==> config.mk <==
export PLATFORM = sky130hd
export DESIGN_NAME = gradient_stream_fifo
export DESIGN_NICKNAME = d
export VERILOG_FILES = /design/src/rtl/gradient_stream_pkg.sv /design/src/rtl/gradient_fifo_ram.sv /design/src/rtl/gradient_stream_fifo.sv
export SDC_FILE = /design/constraint.sdc
export NUM_CORES = 1
export LEC_CHECK = 0
export BUFFER_PORTS_ARGS = -buffer_cell sky130_fd_sc_hd__buf_4
export CORE_AREA = 5 5 281 283
export CTS_BUF_LIST = sky130_fd_sc_hd__clkbuf_4
export CTS_CLUSTER_SIZE = 28
export DETAILED_ROUTE_END_ITERATION = 8
export DIE_AREA = 0 0 286 288
export PLACE_DENSITY = 0.71
export SYNTH_ARGS = -nofsm -noshare
export SYNTH_HDL_FRONTEND = slang
export SYNTH_SLANG_ARGS = --single-unit
==> constraint.sdc <==
create_clock -name clk -period 5.3 [get_ports clk]
set_input_delay 0.265 -clock clk [delete_from_list [all_inputs] [get_ports clk]]
set_output_delay 0.265 -clock clk [all_outputs]
set_load 0.05 [all_outputs]
==> src/rtl/gradient_stream_pkg.sv <==
// rtl/gradient_stream_pkg.sv - shared defaults and sizing helper for the gradient stream FIFO
package gradient_stream_pkg;

    localparam int GRAD_DATA_W         = 33;  // 32-bit data plus 1 last/flag bit
    localparam int GRAD_FIFO_ADDR_BITS = 5;   // 32-entry default depth

    // Number of bits needed to hold values 0..value-1.
    function automatic int clog2(input int value);
        int r;
        int v;
        r = 0;
        v = value - 1;
        while (v > 0) begin
            r = r + 1;
            v = v >> 1;
        end
        return r;
    endfunction

endpackage

==> src/rtl/gradient_fifo_ram.sv <==
// rtl/gradient_fifo_ram.sv - simple dual-port storage, synchronous write, asynchronous read
//   clk            write clock
//   we/waddr/wdata write port
//   raddr/rdata    combinational read port (distributed-RAM style)
module gradient_fifo_ram
    import gradient_stream_pkg::*;
#(
    parameter int DATA_W    = GRAD_DATA_W,
    parameter int ADDR_BITS = GRAD_FIFO_ADDR_BITS
) (
    input  logic                 clk,
    input  logic                 we,
    input  logic [ADDR_BITS-1:0] waddr,
    input  logic [DATA_W-1:0]    wdata,
    input  logic [ADDR_BITS-1:0] raddr,
    output logic [DATA_W-1:0]    rdata
);

    localparam int DEPTH = 1 << ADDR_BITS;

    // No reset on the array so it maps onto LUT RAM.
    logic [DATA_W-1:0] mem [DEPTH];

    always_ff @(posedge clk) begin
        if (we) begin
            mem[waddr] <= wdata;
        end
    end

    assign rdata = mem[raddr];

endmodule

==> src/rtl/gradient_stream_fifo.sv <==
// rtl/gradient_stream_fifo.sv - first-word-fall-through stream FIFO with occupancy, prog_full and sticky error flags
//   clk, rst               single clock, synchronous active-high reset
//   flush                  synchronous discard of all contents
//   s_axis_tdata/tvalid/tready  write stream
//   m_axis_tdata/tvalid/tready  read stream (head presented without a read request)
//   count                  occupancy 0..DEPTH
//   prog_full              count >= PROG_FULL_THRESH, registered
//   overflow, underflow    sticky, cleared only by rst
module gradient_stream_fifo
    import gradient_stream_pkg::*;
#(
    parameter int DATA_W           = GRAD_DATA_W,
    parameter int ADDR_BITS        = GRAD_FIFO_ADDR_BITS,
    parameter int PROG_FULL_THRESH = 24
) (
    input  logic                 clk,
    input  logic                 rst,
    input  logic                 flush,
    input  logic [DATA_W-1:0]    s_axis_tdata,
    input  logic                 s_axis_tvalid,
    output logic                 s_axis_tready,
    output logic [DATA_W-1:0]    m_axis_tdata,
    output logic                 m_axis_tvalid,
    input  logic                 m_axis_tready,
    output logic [ADDR_BITS:0]   count,
    output logic                 prog_full,
    output logic                 overflow,
    output logic                 underflow
);

    localparam int DEPTH = 1 << ADDR_BITS;
    localparam int CNT_W = clog2(DEPTH + 1);

    localparam logic [CNT_W-1:0]     FULL_CNT = CNT_W'(DEPTH);
    localparam logic [CNT_W-1:0]     THRESH   = CNT_W'(PROG_FULL_THRESH);
    localparam logic [CNT_W-1:0]     CNT_ONE  = CNT_W'(1);
    localparam logic [ADDR_BITS-1:0] PTR_ONE  = ADDR_BITS'(1);

    logic [ADDR_BITS-1:0] wr_ptr;
    logic [ADDR_BITS-1:0] rd_ptr;
    logic [CNT_W-1:0]     count_next;
    logic                 push;
    logic                 pop;

    // Handshakes depend only on registered count (and rst), never on the
    // partner's valid/ready, so no combinational loop through the FIFO.
    assign s_axis_tready = (count != FULL_CNT) & ~rst;
    assign m_axis_tvalid = (count != '0);
    assign push          = s_axis_tvalid & s_axis_tready;
    assign pop           = m_axis_tvalid & m_axis_tready;

    gradient_fifo_ram #(
        .DATA_W    (DATA_W),
        .ADDR_BITS (ADDR_BITS)
    ) u_ram (
        .clk   (clk),
        .we    (push & ~flush),
        .waddr (wr_ptr),
        .wdata (s_axis_tdata),
        .raddr (rd_ptr),
        .rdata (m_axis_tdata)
    );

    // Flush drops any handshake in the same cycle.
    always_comb begin
        count_next = count;
        if (flush) begin
            count_next = '0;
        end else if (push & ~pop) begin
            count_next = count + CNT_ONE;
        end else if (pop & ~push) begin
            count_next = count - CNT_ONE;
        end
    end

    always_ff @(posedge clk) begin
        if (rst) begin
            wr_ptr    <= '0;
            rd_ptr    <= '0;
            count     <= '0;
            prog_full <= 1'b0;
            overflow  <= 1'b0;
            underflow <= 1'b0;
        end else begin
            if (flush) begin
                rd_ptr <= wr_ptr;
            end else begin
                if (push) begin
                    wr_ptr <= wr_ptr + PTR_ONE;
                end
                if (pop) begin
                    rd_ptr <= rd_ptr + PTR_ONE;
                end
            end
            count     <= count_next;
            // Compare against the next count so the flag moves with count.
            prog_full <= (count_next >= THRESH);
            if (s_axis_tvalid & ~s_axis_tready) begin
                overflow <= 1'b1;
            end
            if (m_axis_tready & ~m_axis_tvalid) begin
                underflow <= 1'b1;
            end
        end
    end

endmodule

==> results of run 1 <==
## through the flow
step                      hold slack (ns)  std cells  total power [mW]  cell area (µm²)  setup slack (ns)
after global routing               0.0801       3207              17.9            47100             0.586
after global placement              0.464       2699              10.6            43400              1.45
final                               0.140       3212              17.1            47100             0.835
after CTS                          0.0119       3206              17.3            47100             0.638
after floorplan                     0.347       1685              10.2            41300              1.47
after detailed placement            0.491       2699              10.7            43400              1.37
## routing by layer
metal,global-route usage [%],wire length (µm),vias to the layer above
li1,-,-,8159
met1,30.1,35200,10400
met2,38.2,48500,876
met3,5.27,6280,92
met4,7.73,2050,0
met5,0,0,-
## layout by cell type (no fill, tap or decap), types with 2 or more instances in the layout
| cell | instances |
|---|---|
| a211oi_1 | 4 |
| a21oi_1 | 4 |
| a31oi_1 | 2 |
| and2_1 | 4 |
| buf_12 | 11 |
| buf_4 | 105 |
| bufinv_16 | 3 |
| clkbuf_4 | 384 |
| clkinv_1 | 66 |
| clkinv_2 | 8 |
| dfxtp_1 | 19 |
| dfxtp_4 | 4 |
| diode_2 | 6 |
| dlygate4sd3_1 | 43 |
| edfxtp_1 | 1056 |
| ha_1 | 8 |
| inv_1 | 5 |
| inv_2 | 3 |
| mux2_2 | 34 |
| mux2i_1 | 3 |
| mux4_2 | 330 |
| nand2_1 | 12 |
| nand3_1 | 3 |
| nand3b_1 | 3 |
| nand4_1 | 3 |
| nor2_1 | 23 |
| nor2_4 | 32 |
| nor3_1 | 3 |
| nor4bb_1 | 2 |
| o2111ai_1 | 2 |
| o211ai_1 | 3 |
| o21a_1 | 2 |
| o21ai_0 | 3 |
| or3b_2 | 2 |
| xnor2_1 | 9 |
| xor2_1 | 4 |
## state kept, by name, indices dropped and copies added (netlist names), named ones only
name       flops
prog_full      1
count          6
u_ram.mem   1056
overflow       1
underflow      1
rd_ptr         5
wr_ptr         5
## worst paths after layout
check / start / endpoint / slack [ns] / depth (start not counted)
worst max-delay path: register / m_axis_tdata[15] / 0.83 / 5
worst min-delay path: flush / register / 0.14 / 4
worst max register to register: count[0]$_SDFF_PP0_ / u_ram.mem[7][16]$_DFFE_PP_ / 1.30 / 6
worst min register to register: underflow$_SDFFE_PP0P_ / underflow$_SDFFE_PP0P_ / 0.51 / 2
## worst register-to-register path, delay by kind of cell (launching register included)
kind / cells / cell delay (ns)
DFF: 1 / 0.44
adders and majority gates: 1 / 0.24
and+or+nand+nor: 3 / 2.09
buffers and inverters: 1 / 0.11
AOI/OAI and AO/OA: 1 / 0.68
## power groups by stage
stage,clock (mW),combinational [mW],sequential [mW]
floorplan,0,0.652,9.59
global placement,0,1.03,9.60
detailed placement,0,1.05,9.61
CTS,6.80,1.08,9.42
global route,7.33,1.12,9.42
finish,6.64,1.06,9.42
## cell families after synthesis
| logic type | count (synthesis) |
|---|---|
| AOI/OAI and AO/OA | 26 |
| DFF | 1080 |
| buffers and inverters | 95 |
| and+or+nand+nor | 96 |
| xor gates and xnor gates | 13 |
| muxes | 367 |
| adders and majority gates | 8 |
## final cells by class
class	count	area, µm²	share of cell area, %
timing repair buffer	159	1440	3.05
antenna	6	15.0	0.0318
multi-input combinational	510	8950	19.0
clock inverter	80	389	0.825
tap	988	1240	2.62
clock buffer	384	2880	6.12
sequential	1080	32200	68.3
inverter	5	18.8	0.0398
## timing repair
item                       4_1_cts  5_1_grt
setup buffers                    0        0
hold endpoints to repair      1080        0
setup endpoints to repair        0        0
hold buffers                    43        0
gates resized for setup          0        0
==> run summary, run 1 <==
Critical Path Source Type: register
Reg power frac: 55.0%
gpl congestion: 0.801
final hold violations: 0
wire per inst: 28.7 µm
netlist area before placement: 0.0413 mm²
Initial Utilization: 54.1%
Syn Area/Cell: 24.5 µm²
vias in the first global route: 20500
Pre-antenna DRT Iters: 6
WP data arrival: 4.20 ns
commonest cells in the netlist: edfxtp_1 (1056), mux4_2 (330), nor2_1 (55), clkbuf_1 (49), mux2_2 (34)
crit end category: primary output
layout cells sized above 1: 41.5%
fin nets: 2083
Lkg Pwr: 14.6 nW
Worst Tran Pin Value: 1.27 ns
Final Util: 61.7%
Hold Path Class: input port to register
Buffers on Ports: 81
Logic pwr share: 6.2%
total number of vias: 19500
worst path required time: 5.04 ns
Die W: 286 µm
power share of the clock group: 38.8%
Root Driver: clkbuf_4
CP most frequent cell: mux4_2
xor and xnor fraction of the mapped netlist area: 0.275%
fin crit period: 4.47 ns
slowest cell on the critical path: dfxtp_4
post-synthesis mux area share: 19.0%
TritonCTS clock tree: built
Compound-Gate Fraction of Synth Area: 0.454%
Max clock buf depth: 4
Mapped Cells: 1685
largest family of logic cells by synthesized area: multiplexers
Worst slew margin: 14.9%
Post-synth EDFFs: 1056
setup tns final: 0 ns
share of the synthesized area in the top cell type: 76.7%
Cell variety after synth: 45
P_sw: 3.79 mW
sequential area share after synthesis: 77.9%
maxcap violations: 0
predominant post-synthesis flop cell: edfxtp_1
Final setup viols: 0
outcome: completed
Pwr Density: 363 mW/mm²
fill count: 5132
row count: 102
critical path, cell by cell: buf_12 > mux4_2 > mux4_2 > mux2_2 > buf_4
Peak Freq: 224 MHz
Seq cells post-synth: 1080
H-tree depth: 5
DRT iter0 DRCs: 1952
delay-heaviest family, CP: multiplexers
Num CTS Buffers: 281
core footprint: 0.0764 mm²
Crit path largest cell delay: 0.93 ns
clock-pin slew on the worst setup and hold paths: 0.06 ns
RSZ-0062 raised after global routing: false
top-count cell post-synth: edfxtp_1
fin. max-slew vios: 0
Post-Synth Adder-Cell Area: 0.242%
Async S/R FF share, synth: 0%
initial antenna violation count: 3
simple-gate share of the synthesized area: 1.13%
leading area contributor after synthesis: edfxtp_1
IO Pins: 82
post-DP HPWL: 53100 µm
Net Sw Frac: 22.2%
Via density: 6.08
first-pass GRT wire length: 136000 µm
Bufs and invs on worst path: 2
yosys warns: 0
Worst-Skew Late Latency: 1.09 ns
Synth area leaders: edfxtp_1 (77%), mux4_2 (18%), dfxtp_1 (1.2%)
Syn Nets: 1731
total clock sinks: 1080
Tcrit/Tclk final: 84.2%
total wire length: 92000 µm
CP Max Fanout: 50
Internal: 13.3 mW
number of routed nets with antenna violations: 0
largest net degree at the start of global routing: 62
Total Routing Usage GR: 22.8%
WS Path Type: register to primary output
peak supply drop: 0.000187 V
die area: 0.0824 mm²
Area growth syn-to-layout: 14.0%
Clock Skew: 0.0616 ns
Die Y-Extent: 288 µm
# DRC: 0
GRT overflow: 0
Note: power is estimated with default switching activity, not from simulation.
==> inputs of run 2 (changes only) <==
--- a/config.mk
+++ b/config.mk
@@ -11,7 +11,7 @@
 export CTS_CLUSTER_SIZE = 28
 export DETAILED_ROUTE_END_ITERATION = 8
 export DIE_AREA = 0 0 286 288
-export PLACE_DENSITY = 0.71
+export PLACE_DENSITY = 0.73
 export SYNTH_ARGS = -nofsm -noshare
 export SYNTH_HDL_FRONTEND = slang
 export SYNTH_SLANG_ARGS = --single-unit
==> constraint.sdc (replaced) <==
create_clock -name clk -period 3.7 [get_ports clk]
set_input_delay 0.185 -clock clk [delete_from_list [all_inputs] [get_ports clk]]
set_output_delay 0.185 -clock clk [all_outputs]
set_load 0.05 [all_outputs]
==> run 2 against run 1 <==
Sequential cell count stayed put; largest power group unchanged; final cell count is 4.3% higher; worst setup slack worse by 0.82 ns; clock-buffer cell count is 3 lower; register-to-register slack worse by 0.99 ns; clock power is 47% higher; highest routed layer unchanged; routed wire length is 9.3% higher; critical path depth is 2 higher; global-route usage is 1.6 points higher; die area stayed put.
==> run summary, run 2 (same netlist as run 1, synthesis figures left out) <==
vias in the first global route: 21600
fin nets: 2229
Peak Freq: 271 MHz
Lkg Pwr: 15.8 nW
Worst slew margin: 27.4%
DRT iter0 DRCs: 2659
Final setup viols: 0
number of routed nets with antenna violations: 0
Via density: 6.22
Total Routing Usage GR: 24.4%
row count: 102
Buffers on Ports: 81
outcome: completed
initial antenna violation count: 2
Final Util: 64.8%
H-tree depth: 5
Root Driver: clkbuf_4
# DRC: 0
Max clock buf depth: 4
IO Pins: 82
CP Max Fanout: 8
clock-pin slew on the worst setup and hold paths: 0.07 ns
Largest register FFs: 1056
Critical Path Source Type: register
Die Y-Extent: 288 µm
TritonCTS clock tree: built
peak supply drop: 0.000339 V
Die W: 286 µm
final hold violations: 0
fill count: 4834
die area: 0.0824 mm²
Pwr Density: 504 mW/mm²
most frequent cells in the layout: edfxtp_1 (1056), clkbuf_4 (381), mux4_2 (330)
total clock sinks: 1080
GRT overflow: 0
gpl congestion: 0.742
Clock Skew: 0.100 ns
fin. max-slew vios: 0
crit end category: primary output
Area growth syn-to-layout: 19.9%
largest net degree at the start of global routing: 72
worst path required time: 3.51 ns
Tcrit/Tclk final: 99.7%
wire per inst: 30.0 µm
maxcap violations: 0
slowest cell on the critical path: mux4_2
WP data arrival: 3.50 ns
total wire length: 101000 µm
Top reg by flops: u_ram.mem
WS Path Type: register to primary output
Crit path largest cell delay: 0.52 ns
Worst Tran Pin Value: 1.08 ns
Worst-Skew Late Latency: 1.17 ns
most common cell after layout, fill and taps aside: edfxtp_1
total number of vias: 20800
Regs by FF count: u_ram.mem: 1056 flops, count: 6 flops
post-DP HPWL: 50000 µm
Initial Utilization: 54.1%
RSZ-0062 raised after global routing: true
Num CTS Buffers: 283
layout cells sized above 1: 43.6%
critical path, cell by cell: buf_12 > buf_12 > buf_16 > mux4_2 > mux4_2 > mux2_4 > buf_8
Pre-antenna DRT Iters: 5
setup tns final: 0 ns
core footprint: 0.0764 mm²
Hold Path Class: input port to register
fin crit period: 3.69 ns
first-pass GRT wire length: 144000 µm
==> run 2: worst max-delay path: cells and delay by family, from the launching register on <==
family	cells	cell delay, ns
flops	1	0.43
mux	3	1.32
buf+inv	4	0.62
==> run 2: final cells by class <==
type | instances | area, µm² | area share, %
Inverter | 5 | 18.8 | 0.0379
Antenna cell | 8 | 20.0 | 0.0404
Tap cell | 988 | 1240 | 2.49
Clock buffer | 381 | 2860 | 5.77
Sequential cell | 1080 | 32200 | 65.0
Clock inverter | 74 | 469 | 0.947
Multi-Input combinational cell | 510 | 9020 | 18.2
Timing Repair Buffer | 303 | 3720 | 7.52
==> run 2: path summary, 6_finish.rpt <==
check        slack [ns]                   start                          end  depth (start not counted)
max                0.01                register             m_axis_tdata[17]                          7
min                0.07        s_axis_tdata[22]   u_ram.mem[0][22]$_DFFE_PP_                          2
min reg2reg        0.51  underflow$_SDFFE_PP0P_       underflow$_SDFFE_PP0P_                          2
max reg2reg        0.31     count[0]$_SDFF_PP0_  u_ram.mem[16][29]$_DFFE_PP_                         10
==> run 2: timing repair <==
item	in CTS	in global routing
gates cloned	15	8
resized for setup	78	20
endpoints found under the setup margin	33	33
endpoints found under the hold margin	1080	0
hold buffers	81	0
buffers inserted	22	1
==> run 2: where the power goes <==
| group | internal (mW) | leakage (nW) | switching [mW] |
|---|---|---|---|
| Sequential | 13.4 | 9.69 | 0.0266 |
| Combinational | 0.879 | 4.10 | 0.848 |
| Clock | 5.23 | 1.98 | 4.55 |
==> run 2: metrics by stage <==
| step | worst slack (ns) | total power, mW | std cells | cell area, µm² | hold slack (ns) |
|---|---|---|---|---|---|
| after global placement | 0.883 | 15.1 | 2761 | 44200 | 0.457 |
| after floorplan | -0.132 | 14.7 | 1685 | 41400 | 0.267 |
| after CTS | -0.0644 | 25.1 | 3333 | 49300 | 0.000921 |
| after detailed placement | 0.878 | 15.1 | 2761 | 44200 | 0.483 |
| final | 0.0129 | 25.0 | 3349 | 49600 | 0.0684 |
| after global routing | -0.105 | 26.1 | 3349 | 49600 | -0.0135 |
==> run 2: routing by layer <==
| metal | vias up | wire length, µm | global-route usage [%] |
|---|---|---|---|
| met2 | 1267 | 51200 | 40.1 |
| met5 | - | 0 | 0 |
| met3 | 161 | 10000 | 7.11 |
| met4 | 0 | 2120 | 7.22 |
| met1 | 10900 | 37200 | 32.4 |
| li1 | 8482 | - | - |
